$ cat src/rtl/fpu_add_sub_pkg.sv
// Shared constants and types for the FPU add/sub operand-alignment stage.
package fpu_add_sub_pkg;

  localparam int SIZE_EXP = 8;
  localparam int SIZE_MAN = 23;
  localparam int SIZE_GRS = 3;
  localparam int SIZE_SIG = SIZE_MAN + 1;
  localparam int SIZE_ALN = SIZE_SIG + SIZE_GRS;

  localparam logic [31:0] QNAN = 32'h7FC0_0000;

  typedef struct packed {
    logic                sign;
    logic [SIZE_EXP-1:0] exp;
    logic [SIZE_MAN-1:0] man;
  } fp32_t;

  typedef struct packed {
    logic                sign_large;
    logic [SIZE_EXP-1:0] exp_large;
    logic [SIZE_SIG-1:0] sig_large;
    logic [SIZE_SIG-1:0] sig_small;
    logic [SIZE_EXP-1:0] diff;
    logic                eff_sub;
    logic                swap;
  } align_s1_t;

  // Denormals have no hidden bit but share the exponent of the smallest normal.
  function automatic logic [SIZE_SIG-1:0] sig_of(input fp32_t f);
    return {|f.exp, f.man};
  endfunction

  function automatic logic [SIZE_EXP-1:0] eff_exp_of(input fp32_t f);
    return (f.exp == '0) ? SIZE_EXP'(1) : f.exp;
  endfunction

endpackage

$ cat src/rtl/add_sub_align_shift.sv
// Combinational right barrel shifter: bits shifted out collapse into the sticky LSB,
// and shift amounts beyond the datapath width saturate to a lone sticky bit.
module add_sub_align_shift
  import fpu_add_sub_pkg::*;
(
  input  logic [SIZE_ALN-1:0] sig_in,
  input  logic [SIZE_EXP-1:0] shamt,
  output logic [SIZE_ALN-1:0] sig_out
);

  logic [SIZE_ALN-1:0] shifted;
  logic [SIZE_ALN-1:0] lost_mask;

  always_comb begin
    shifted   = sig_in >> shamt;
    lost_mask = ~({SIZE_ALN{1'b1}} << shamt);
    if (shamt >= SIZE_EXP'(SIZE_ALN)) begin
      sig_out = {{(SIZE_ALN-1){1'b0}}, |sig_in};
    end else begin
      sig_out = {shifted[SIZE_ALN-1:1], shifted[0] | (|(sig_in & lost_mask))};
    end
  end

endmodule

$ cat src/rtl/fpu_add_sub_align.sv
// Two-stage valid/ready operand alignment for the FPU adder: compare/swap, then align.
// Optional NaN/Inf detection is built when FPU_ALIGN_SPECIAL_EN is defined.
module fpu_add_sub_align
  import fpu_add_sub_pkg::*;
(
  input  logic                i_clk,
  input  logic                i_rst_n,
  input  logic                i_valid,
  output logic                o_ready,
  input  logic [31:0]         i_data_a,
  input  logic [31:0]         i_data_b,
  input  logic                i_op,
  output logic                o_valid,
  input  logic                i_ready,
  output logic                o_sign_large,
  output logic [SIZE_EXP-1:0] o_exp_large,
  output logic [SIZE_ALN-1:0] o_man_large,
  output logic [SIZE_ALN-1:0] o_man_small,
  output logic                o_eff_sub,
  output logic                o_swap,
  output logic                o_special,
  output logic [31:0]         o_special_res
);

  fp32_t               op_a;
  fp32_t               op_b;
  logic                sign_b_eff;
  logic [SIZE_EXP-1:0] exp_a;
  logic [SIZE_EXP-1:0] exp_b;
  logic [SIZE_SIG-1:0] sig_a;
  logic [SIZE_SIG-1:0] sig_b;
  logic [SIZE_EXP:0]   diff_sum;
  logic                swap;
  logic [SIZE_EXP-1:0] diff_abs;
  align_s1_t           s1_next;
  align_s1_t           s1;
  logic                s1_valid;
  logic                s2_valid;
  logic                s1_load;
  logic                s2_load;
  logic [SIZE_ALN-1:0] small_aligned;

  assign op_a       = i_data_a;
  assign op_b       = i_data_b;
  assign sign_b_eff = op_b.sign ^ i_op;
  assign exp_a      = eff_exp_of(op_a);
  assign exp_b      = eff_exp_of(op_b);
  assign sig_a      = sig_of(op_a);
  assign sig_b      = sig_of(op_b);

  // Carry out of A + ~B + 1 is set exactly when exp_a >= exp_b.
  assign diff_sum = {1'b0, exp_a} + {1'b0, ~exp_b} + {{SIZE_EXP{1'b0}}, 1'b1};
  assign swap     = !diff_sum[SIZE_EXP] || ((exp_a == exp_b) && (sig_b > sig_a));
  assign diff_abs = diff_sum[SIZE_EXP] ? diff_sum[SIZE_EXP-1:0]
                                       : (~diff_sum[SIZE_EXP-1:0] + SIZE_EXP'(1));

  assign s1_next.sign_large = swap ? sign_b_eff : op_a.sign;
  assign s1_next.exp_large  = swap ? exp_b : exp_a;
  assign s1_next.sig_large  = swap ? sig_b : sig_a;
  assign s1_next.sig_small  = swap ? sig_a : sig_b;
  assign s1_next.diff       = diff_abs;
  assign s1_next.eff_sub    = op_a.sign ^ sign_b_eff;
  assign s1_next.swap       = swap;

  assign s2_load = !s2_valid || i_ready;
  assign s1_load = !s1_valid || s2_load;
  assign o_ready = s1_load;
  assign o_valid = s2_valid;

  add_sub_align_shift u_shift (
    .sig_in  ({s1.sig_small, {SIZE_GRS{1'b0}}}),
    .shamt   (s1.diff),
    .sig_out (small_aligned)
  );

  always_ff @(posedge i_clk or negedge i_rst_n) begin
    if (!i_rst_n) begin
      s1_valid <= 1'b0;
      s1       <= '0;
    end else if (s1_load) begin
      s1_valid <= i_valid;
      if (i_valid) s1 <= s1_next;
    end
  end

  // Held outputs stay bit-stable because data only moves on a stage-2 load.
  always_ff @(posedge i_clk or negedge i_rst_n) begin
    if (!i_rst_n) begin
      s2_valid     <= 1'b0;
      o_sign_large <= 1'b0;
      o_exp_large  <= '0;
      o_man_large  <= '0;
      o_man_small  <= '0;
      o_eff_sub    <= 1'b0;
      o_swap       <= 1'b0;
    end else if (s2_load) begin
      s2_valid <= s1_valid;
      if (s1_valid) begin
        o_sign_large <= s1.sign_large;
        o_exp_large  <= s1.exp_large;
        o_man_large  <= {s1.sig_large, {SIZE_GRS{1'b0}}};
        o_man_small  <= small_aligned;
        o_eff_sub    <= s1.eff_sub;
        o_swap       <= s1.swap;
      end
    end
  end

`ifdef FPU_ALIGN_SPECIAL_EN
  logic        a_max;
  logic        b_max;
  logic        any_nan;
  logic        special_in;
  logic [31:0] special_res_in;
  logic        s1_special;
  logic [31:0] s1_special_res;

  assign a_max      = &op_a.exp;
  assign b_max      = &op_b.exp;
  assign any_nan    = (a_max && |op_a.man) || (b_max && |op_b.man);
  assign special_in = a_max || b_max;

  // Inf minus Inf of the same magnitude has no meaningful sign, so it becomes NaN.
  always_comb begin
    special_res_in = '0;
    if (any_nan || (a_max && b_max && s1_next.eff_sub)) special_res_in = QNAN;
    else if (a_max) special_res_in = {op_a.sign, {SIZE_EXP{1'b1}}, {SIZE_MAN{1'b0}}};
    else if (b_max) special_res_in = {sign_b_eff, {SIZE_EXP{1'b1}}, {SIZE_MAN{1'b0}}};
  end

  always_ff @(posedge i_clk or negedge i_rst_n) begin
    if (!i_rst_n) begin
      s1_special     <= 1'b0;
      s1_special_res <= '0;
      o_special      <= 1'b0;
      o_special_res  <= '0;
    end else begin
      if (s1_load && i_valid) begin
        s1_special     <= special_in;
        s1_special_res <= special_res_in;
      end
      if (s2_load && s1_valid) begin
        o_special     <= s1_special;
        o_special_res <= s1_special_res;
      end
    end
  end
`else
  assign o_special     = 1'b0;
  assign o_special_res = '0;
`endif

endmodule
$ cat config.mk
export PLATFORM = sky130hd
export DESIGN_NAME = fpu_add_sub_align
export DESIGN_NICKNAME = d
export VERILOG_FILES = /design/src/rtl/fpu_add_sub_pkg.sv /design/src/rtl/add_sub_align_shift.sv /design/src/rtl/fpu_add_sub_align.sv
export SDC_FILE = /design/constraint.sdc
export NUM_CORES = 1
export LEC_CHECK = 0
export ABC_AREA = 1
export CAP_MARGIN = 10
export CORE_MARGIN = 5
export CORE_UTILIZATION = 55
export DETAILED_ROUTE_END_ITERATION = 7
export PLACE_DENSITY_LB_ADDON = 0.05
export REMOVE_ABC_BUFFERS = 1
export SLEW_MARGIN = 10
export SYNTH_ARGS = -nofsm -noshare
export SYNTH_HDL_FRONTEND = slang
export SYNTH_SLANG_ARGS = --single-unit
$ cat constraint.sdc
create_clock -name i_clk -period 2.4 [get_ports i_clk]
set_input_delay 0.24 -clock i_clk [delete_from_list [all_inputs] [get_ports i_clk]]
set_output_delay 0.24 -clock i_clk [all_outputs]
set_load 0.01 [all_outputs]
== Yosys cells after proc, flatten, opt, wreduce, memory -nomap -nowiden ==
Cells that the tools add are included.
Word-level totals
  flip-flop bits (word level): 131
  input port bits: 69
  word-level logic and storage cells: 53
Operators by class
  add/sub/neg operators: 3
  order comparisons: 2
  equal/unequal tests: 1
  shift operators: 2
  mux-type cells: 8
  bitwise gates (word level): 7
  reductions and logical operators: 15
Operators by type and width (count)
  $mux W24: 2
  $mux W8: 4
  $and A27 B27 Y27: 1
  $mux W27: 1
  $not A27 Y27: 1
  $reduce_or A27 Y1: 1
  $shl A27 B8 Y27 const A: 1
  $shr A27 B8 Y27: 1
  $gt A24 B24 Y1: 1
  $reduce_or A24 Y1: 1
  $logic_not A8 Y1: 2
  $not A8 Y8: 2
  $reduce_or A8 Y1: 2
  $add A8 B8 Y9: 1
  $add A9 B1 Y9 const B: 1
  $add A8 B1 Y8 const B: 1
  $eq A8 B8 Y1: 1
  $ge A8 B5 Y1 const B: 1
  $reduce_and A2 Y1: 2
  $logic_not A1 Y1: 3
  $logic_or A1 B1 Y1: 3
  $xor A1 B1 Y1: 2
  $logic_and A1 B1 Y1: 1
  $mux W1: 1
  $or A1 B1 Y1: 1

== Logic depth before layout (Yosys ltp) ==
Gate-level depths: netlist of the first run.
  depth after elaboration: 8
  gate-level depth with buffers: 19
  depth with buffers taken out: 19

== Cells and area by module ==
Synthesis of the first run repeated with hierarchy kept, for this count alone.
Unflattened totals
  cells, all modules: 1289
  area total of the unflattened synthesis: 9198.8 sq um
Modules (own cells, without submodules)
  fpu_add_sub_align: times used 1, cells an instance 859, area an instance 7239.4 sq um
  add_sub_align_shift: times used 1, cells an instance 430, area an instance 1959.4 sq um

== Worst setup path after synthesis of the first run ==
Ideal clock, no wire load.
  kind: input port to flip-flop
  start: input i_data_a[25]
  end: register s1[9] (netlist name)
  setup time: 118 ps
  arrival time: 2349 ps
  required time: 2282 ps
  slack: -67 ps
  cell stages on the path: 15
  path buffers: 0
  cells stage by stage: inv_1 nand2_1 nor4_1 nor2_1 ha_1 inv_1 fa_1 nor3_1 nand2_1 nor2_1 nand3_1 nand2_1 nand2_1 nand3_1 nand2_1
Between the ends
  cells in the longest elaborated chain, start to end: 7
RTL lines
  start, declared: line fpu_add_sub_align.sv:10  | input logic [31:0] i_data_a,
  $logic_not A8 Y1: line fpu_add_sub_pkg.sv:34  | return (f.exp == '0) ? SIZE_EXP'(1) : f.exp;
  $mux W8 *: line fpu_add_sub_pkg.sv:34
  $add A8 B8 Y9 *: line fpu_add_sub_align.sv:52  | assign diff_sum = {1'b0, exp_a} + {1'b0, ~exp_b} + {{SIZE_EXP{1'b0}}, 1'b1};
  $add A9 B1 Y9 *: line fpu_add_sub_align.sv:52
  $not A8 Y8: line fpu_add_sub_align.sv:55  | : (~diff_sum[SIZE_EXP-1:0] + SIZE_EXP'(1));
  $add A8 B1 Y8: line fpu_add_sub_align.sv:55
  $mux W8 *: line fpu_add_sub_align.sv:54  | assign diff_abs = diff_sum[SIZE_EXP] ? diff_sum[SIZE_EXP-1:0]
  end signal, assigned: line fpu_add_sub_align.sv:82  | if (i_valid) s1 <= s1_next;
  end, declared: line fpu_add_sub_align.sv:36  | align_s1_t s1;
Every way passes the cells marked *; elsewhere a longest branch is shown, timed or not.
A chain may end at the register's enable or synchronous reset.

== Final worst setup path of the first run ==
  start: input i_data_a[27]
  end: register s1[30] (netlist name)
Between the ends
  cells in the longest elaborated chain, start to end: 7
  elaborated cells between the ends (all ways): 11
  classes of those cells: 2 x add/sub; 1 x order compare; 1 x eq/ne; 2 x mux; 5 x reduce/logical
RTL lines
  $logic_not A8 Y1: line fpu_add_sub_pkg.sv:34
  $mux W8: line fpu_add_sub_pkg.sv:34
  $add A8 B8 Y9: line fpu_add_sub_align.sv:52
  $add A9 B1 Y9: line fpu_add_sub_align.sv:52
  $logic_not A1 Y1: line fpu_add_sub_align.sv:53  | assign swap = !diff_sum[SIZE_EXP] || ((exp_a == exp_b) && (sig_b > sig_a));
  $logic_or A1 B1 Y1 *: line fpu_add_sub_align.sv:53
  $mux W24 *: line fpu_add_sub_align.sv:60  | assign s1_next.sig_small = swap ? sig_a : sig_b;
Marks and branches as above.

==> qor.txt, run 1 <==
Fillers = 1,230
largest net degree at the start of global routing = 67
Die ar. = 18,900 sq um
f_max = 0.420 GHz
Post-Syn Instances = 1,322
setup TNS = 0 ns
total global-route track usage = 30.0%
die height = 138 um
Slew Limit Fails = 0
CP Data Required Time = 2.71 ns
chip width = 138 um
CTS root buf = clkbuf_16
R2R cell count = 9
final-report setup violation count = 0
final hold viol count = 0
core area = 15,900 sq um
Port Buffer Count = 132
placed cells = 1,675
worst hold path class = in -> reg
Seq/Total Area, Yosys = 36.6%
Worst EP arrival = 2.70 ns
fin cells = 1,765
clk sinks = 131
Worst-Skew Late Latency = 0.43 ns
area grow syn2layout = 36.2%
Post-synth ARST share = 100%
worst flop-to-flop path endpoint = o_man_small[1]
largest stage delay on the critical path = 0.22 ns
synth unique cells = 46
gpl congestion = 0.956
final wirelength = 28,200 um
Top-Level Pins = 169
ANT nets after route = 0
Hold Path Depth = 5
CP cell instances = clkdlybuf4s15_1, inv_2, nand4_1, nor4_4, buf_4, ha_4, nand2_4, nor2_4, nand2_2, buf_4, inv_1, nand2_1, nand3_2, nand2_4, nand2_8, buf_4, buf_6, clkbuf_16, nand2_1, nand3_1, nand2_1
outcome = finished clean
Initial Util = 56.2%
first-pass GRT wire length = 45,400 um
Reg2Reg Launch Point = s1[9]
Num CTS Buffers = 17
drt wl/cell = 16.0 um
total grt overflow = 0
depth of the CTS H-tree = 4
crit-path max FO = 4
length of the first detailed-routing pass in iterations = 5
EDFF count, synth = 0
DR vias/cell = 5.43
residual DRC count = 0
clk buf depth = 2
# diodes = 0
most frequent cells in the layout = 501 x nand2_1, 220 x nand3_1, 131 x dfrtp_1, 121 x buf_4, 115 x clkdlybuf4s50_1
post-layout min period = 2.38 ns
slowest CP cell = clkdlybuf4s15_1
fin nets = 1,639
Tcrit/Tclk final = 99.2%
Worst-path clk slew = 0.06 ns
ys flop type = dfrtp_1
hold slack = 0.151 ns
Detailed Place HPWL = 17,900 um
worst vdd ir = 0.000671 V
Final Util = 76.5%
crit path launch type = input pin
Synth Cell Area = 8960 sq um
P_leak = 6.41 nW
ratio of cells with drive above 1 in the final layout = 16.1%
max-cap viol count = 0
flop2flop setup slack = 0.50 ns
worst hold endpoint = s1[61]
initial DRC count = 770
# rows = 46
pwr/cell area = 825 nW/um^2
Final Skew = 0.00971 ns
CP Capture Type = register
vias in the first global route = 9,424
synthesized flop and latch total = 131
Syn Area/Cell = 6.77 sq um
max_slew headroom = 57.2%
hold wc startpoint = i_data_b[26]
critical path type = in -> reg
Least-Margin Pin Slew = 0.643 ns
DR vias = 9,587
TritonCTS clock tree = yes
yosys warns = 0
initial antenna violation count = 0
commonest non-fill, non-tap cell in the layout = nand2_1
-- synth_stat cells, drive strengths merged (3+ instances only) --
cell    count  area [sq um]
nand4      12          75.1
clkbuf     38           143
xor2        4          35.0
inv       108           408
buf        77           539
a21oi      27           139
o211ai      9          72.6
nand3     230          1170
or2         6          37.5
nor2       36           150
dfrtp     131          3280
nor3        7          45.0
nor4        3          18.8
o21ai      67           339
ha         33           413
nand2     515          1950
-- area by class of cell --
type | instances | area (sq um) | area share [%]
clock inverter | 14 | 175 | 1.44
tap | 216 | 270 | 2.22
timing repair buffer | 275 | 2690 | 22.0
inverter | 110 | 422 | 3.46
multi-input combinational | 1001 | 4930 | 40.5
sequential | 131 | 3280 | 26.9
clock buffer | 18 | 429 | 3.52
-- worst max-delay path by stage --
stage | cells past startpoint | start | to | slack [ns]
global route | 20 | i_data_a[28] | s1[30] | -0.1
detailed placement | 19 | i_data_b[28] | s1[9] | -0.70
CTS | 20 | i_data_b[25] | s1[18] | 0.0006
floorplan | 14 | i_data_a[25] | s1[0] | -1.43
global placement | 17 | i_data_b[28] | s1[7] | -0.64
finish | 21 | i_data_a[27] | s1[30] | 0.02
-- where the power goes --
group,switching (mW),leakage [nW],total (mW),internal (mW)
Combinational,2.38,4.48,4.19,1.81
Clock,1.10,0.294,2.75,1.65
Sequential,0.389,1.63,3.13,2.74
-- registers in the layout (all words and copies together) (netlist names) --
signal	cells
o_swap	1
s1	67
s1_valid	1
o_eff_sub	1
o_sign_large	1
o_man_large	24
o_exp_large	8
o_valid	1
o_man_small	27
-- cell families after synthesis --
group,Yosys count,share of synthesized area [%]
compound gates,114,7.11
xor+xnor,6,0.587
fa+ha+maj,34,4.83
buf+inv,225,12.3
flops,131,36.6
other cells,1,0.0419
simple gates,811,38.6
-- stage by stage --
stage | power [mW] | area, sq um | setup WS (ns)
CTS | 9.93 | 12000 | 0.000577
global placement | 6.93 | 10700 | -0.645
detailed placement | 7.00 | 10700 | -0.700
global route | 10.7 | 12200 | -0.0998
finish | 10.1 | 12200 | 0.0181
floorplan | 5.25 | 8410 | -1.43
-- critical path: cells and delay by family --
family | cells | cell delay [ns]
AND/OR/NAND/NOR | 12 | 1.18
buffers and inverters | 8 | 1.11
adder cells (fa/ha/maj) | 1 | 0.15
-- metal layers --
metal  GRT usage (%)  share of wire (%)  vias to the layer above
li1                -                  -                     4611
met1            38.2                 41                     4474
met4            12.5                3.6                        0
met2            50.7                 49                      408
met5               0                  0                        -
met3            4.86                6.0                       94
-- timing repair --
item | in CTS | in global routing
endpoints found under the hold margin | 62 | 0
setup endpoints to repair | 65 | 65
setup buffers | 46 | 4
pin swaps | 16 | 19
gates cloned | 4 | 3
gates resized for setup | 56 | 66
hold buffers | 1 | 0
(Power assumes the default switching activity.)
==> run 2: changes to the inputs <==
- ABC_CLOCK_PERIOD_IN_PS: unset -> 2400
==> results of run 2 <==
Same layout as run 1: the final DEF is identical, and so are final timing and power.
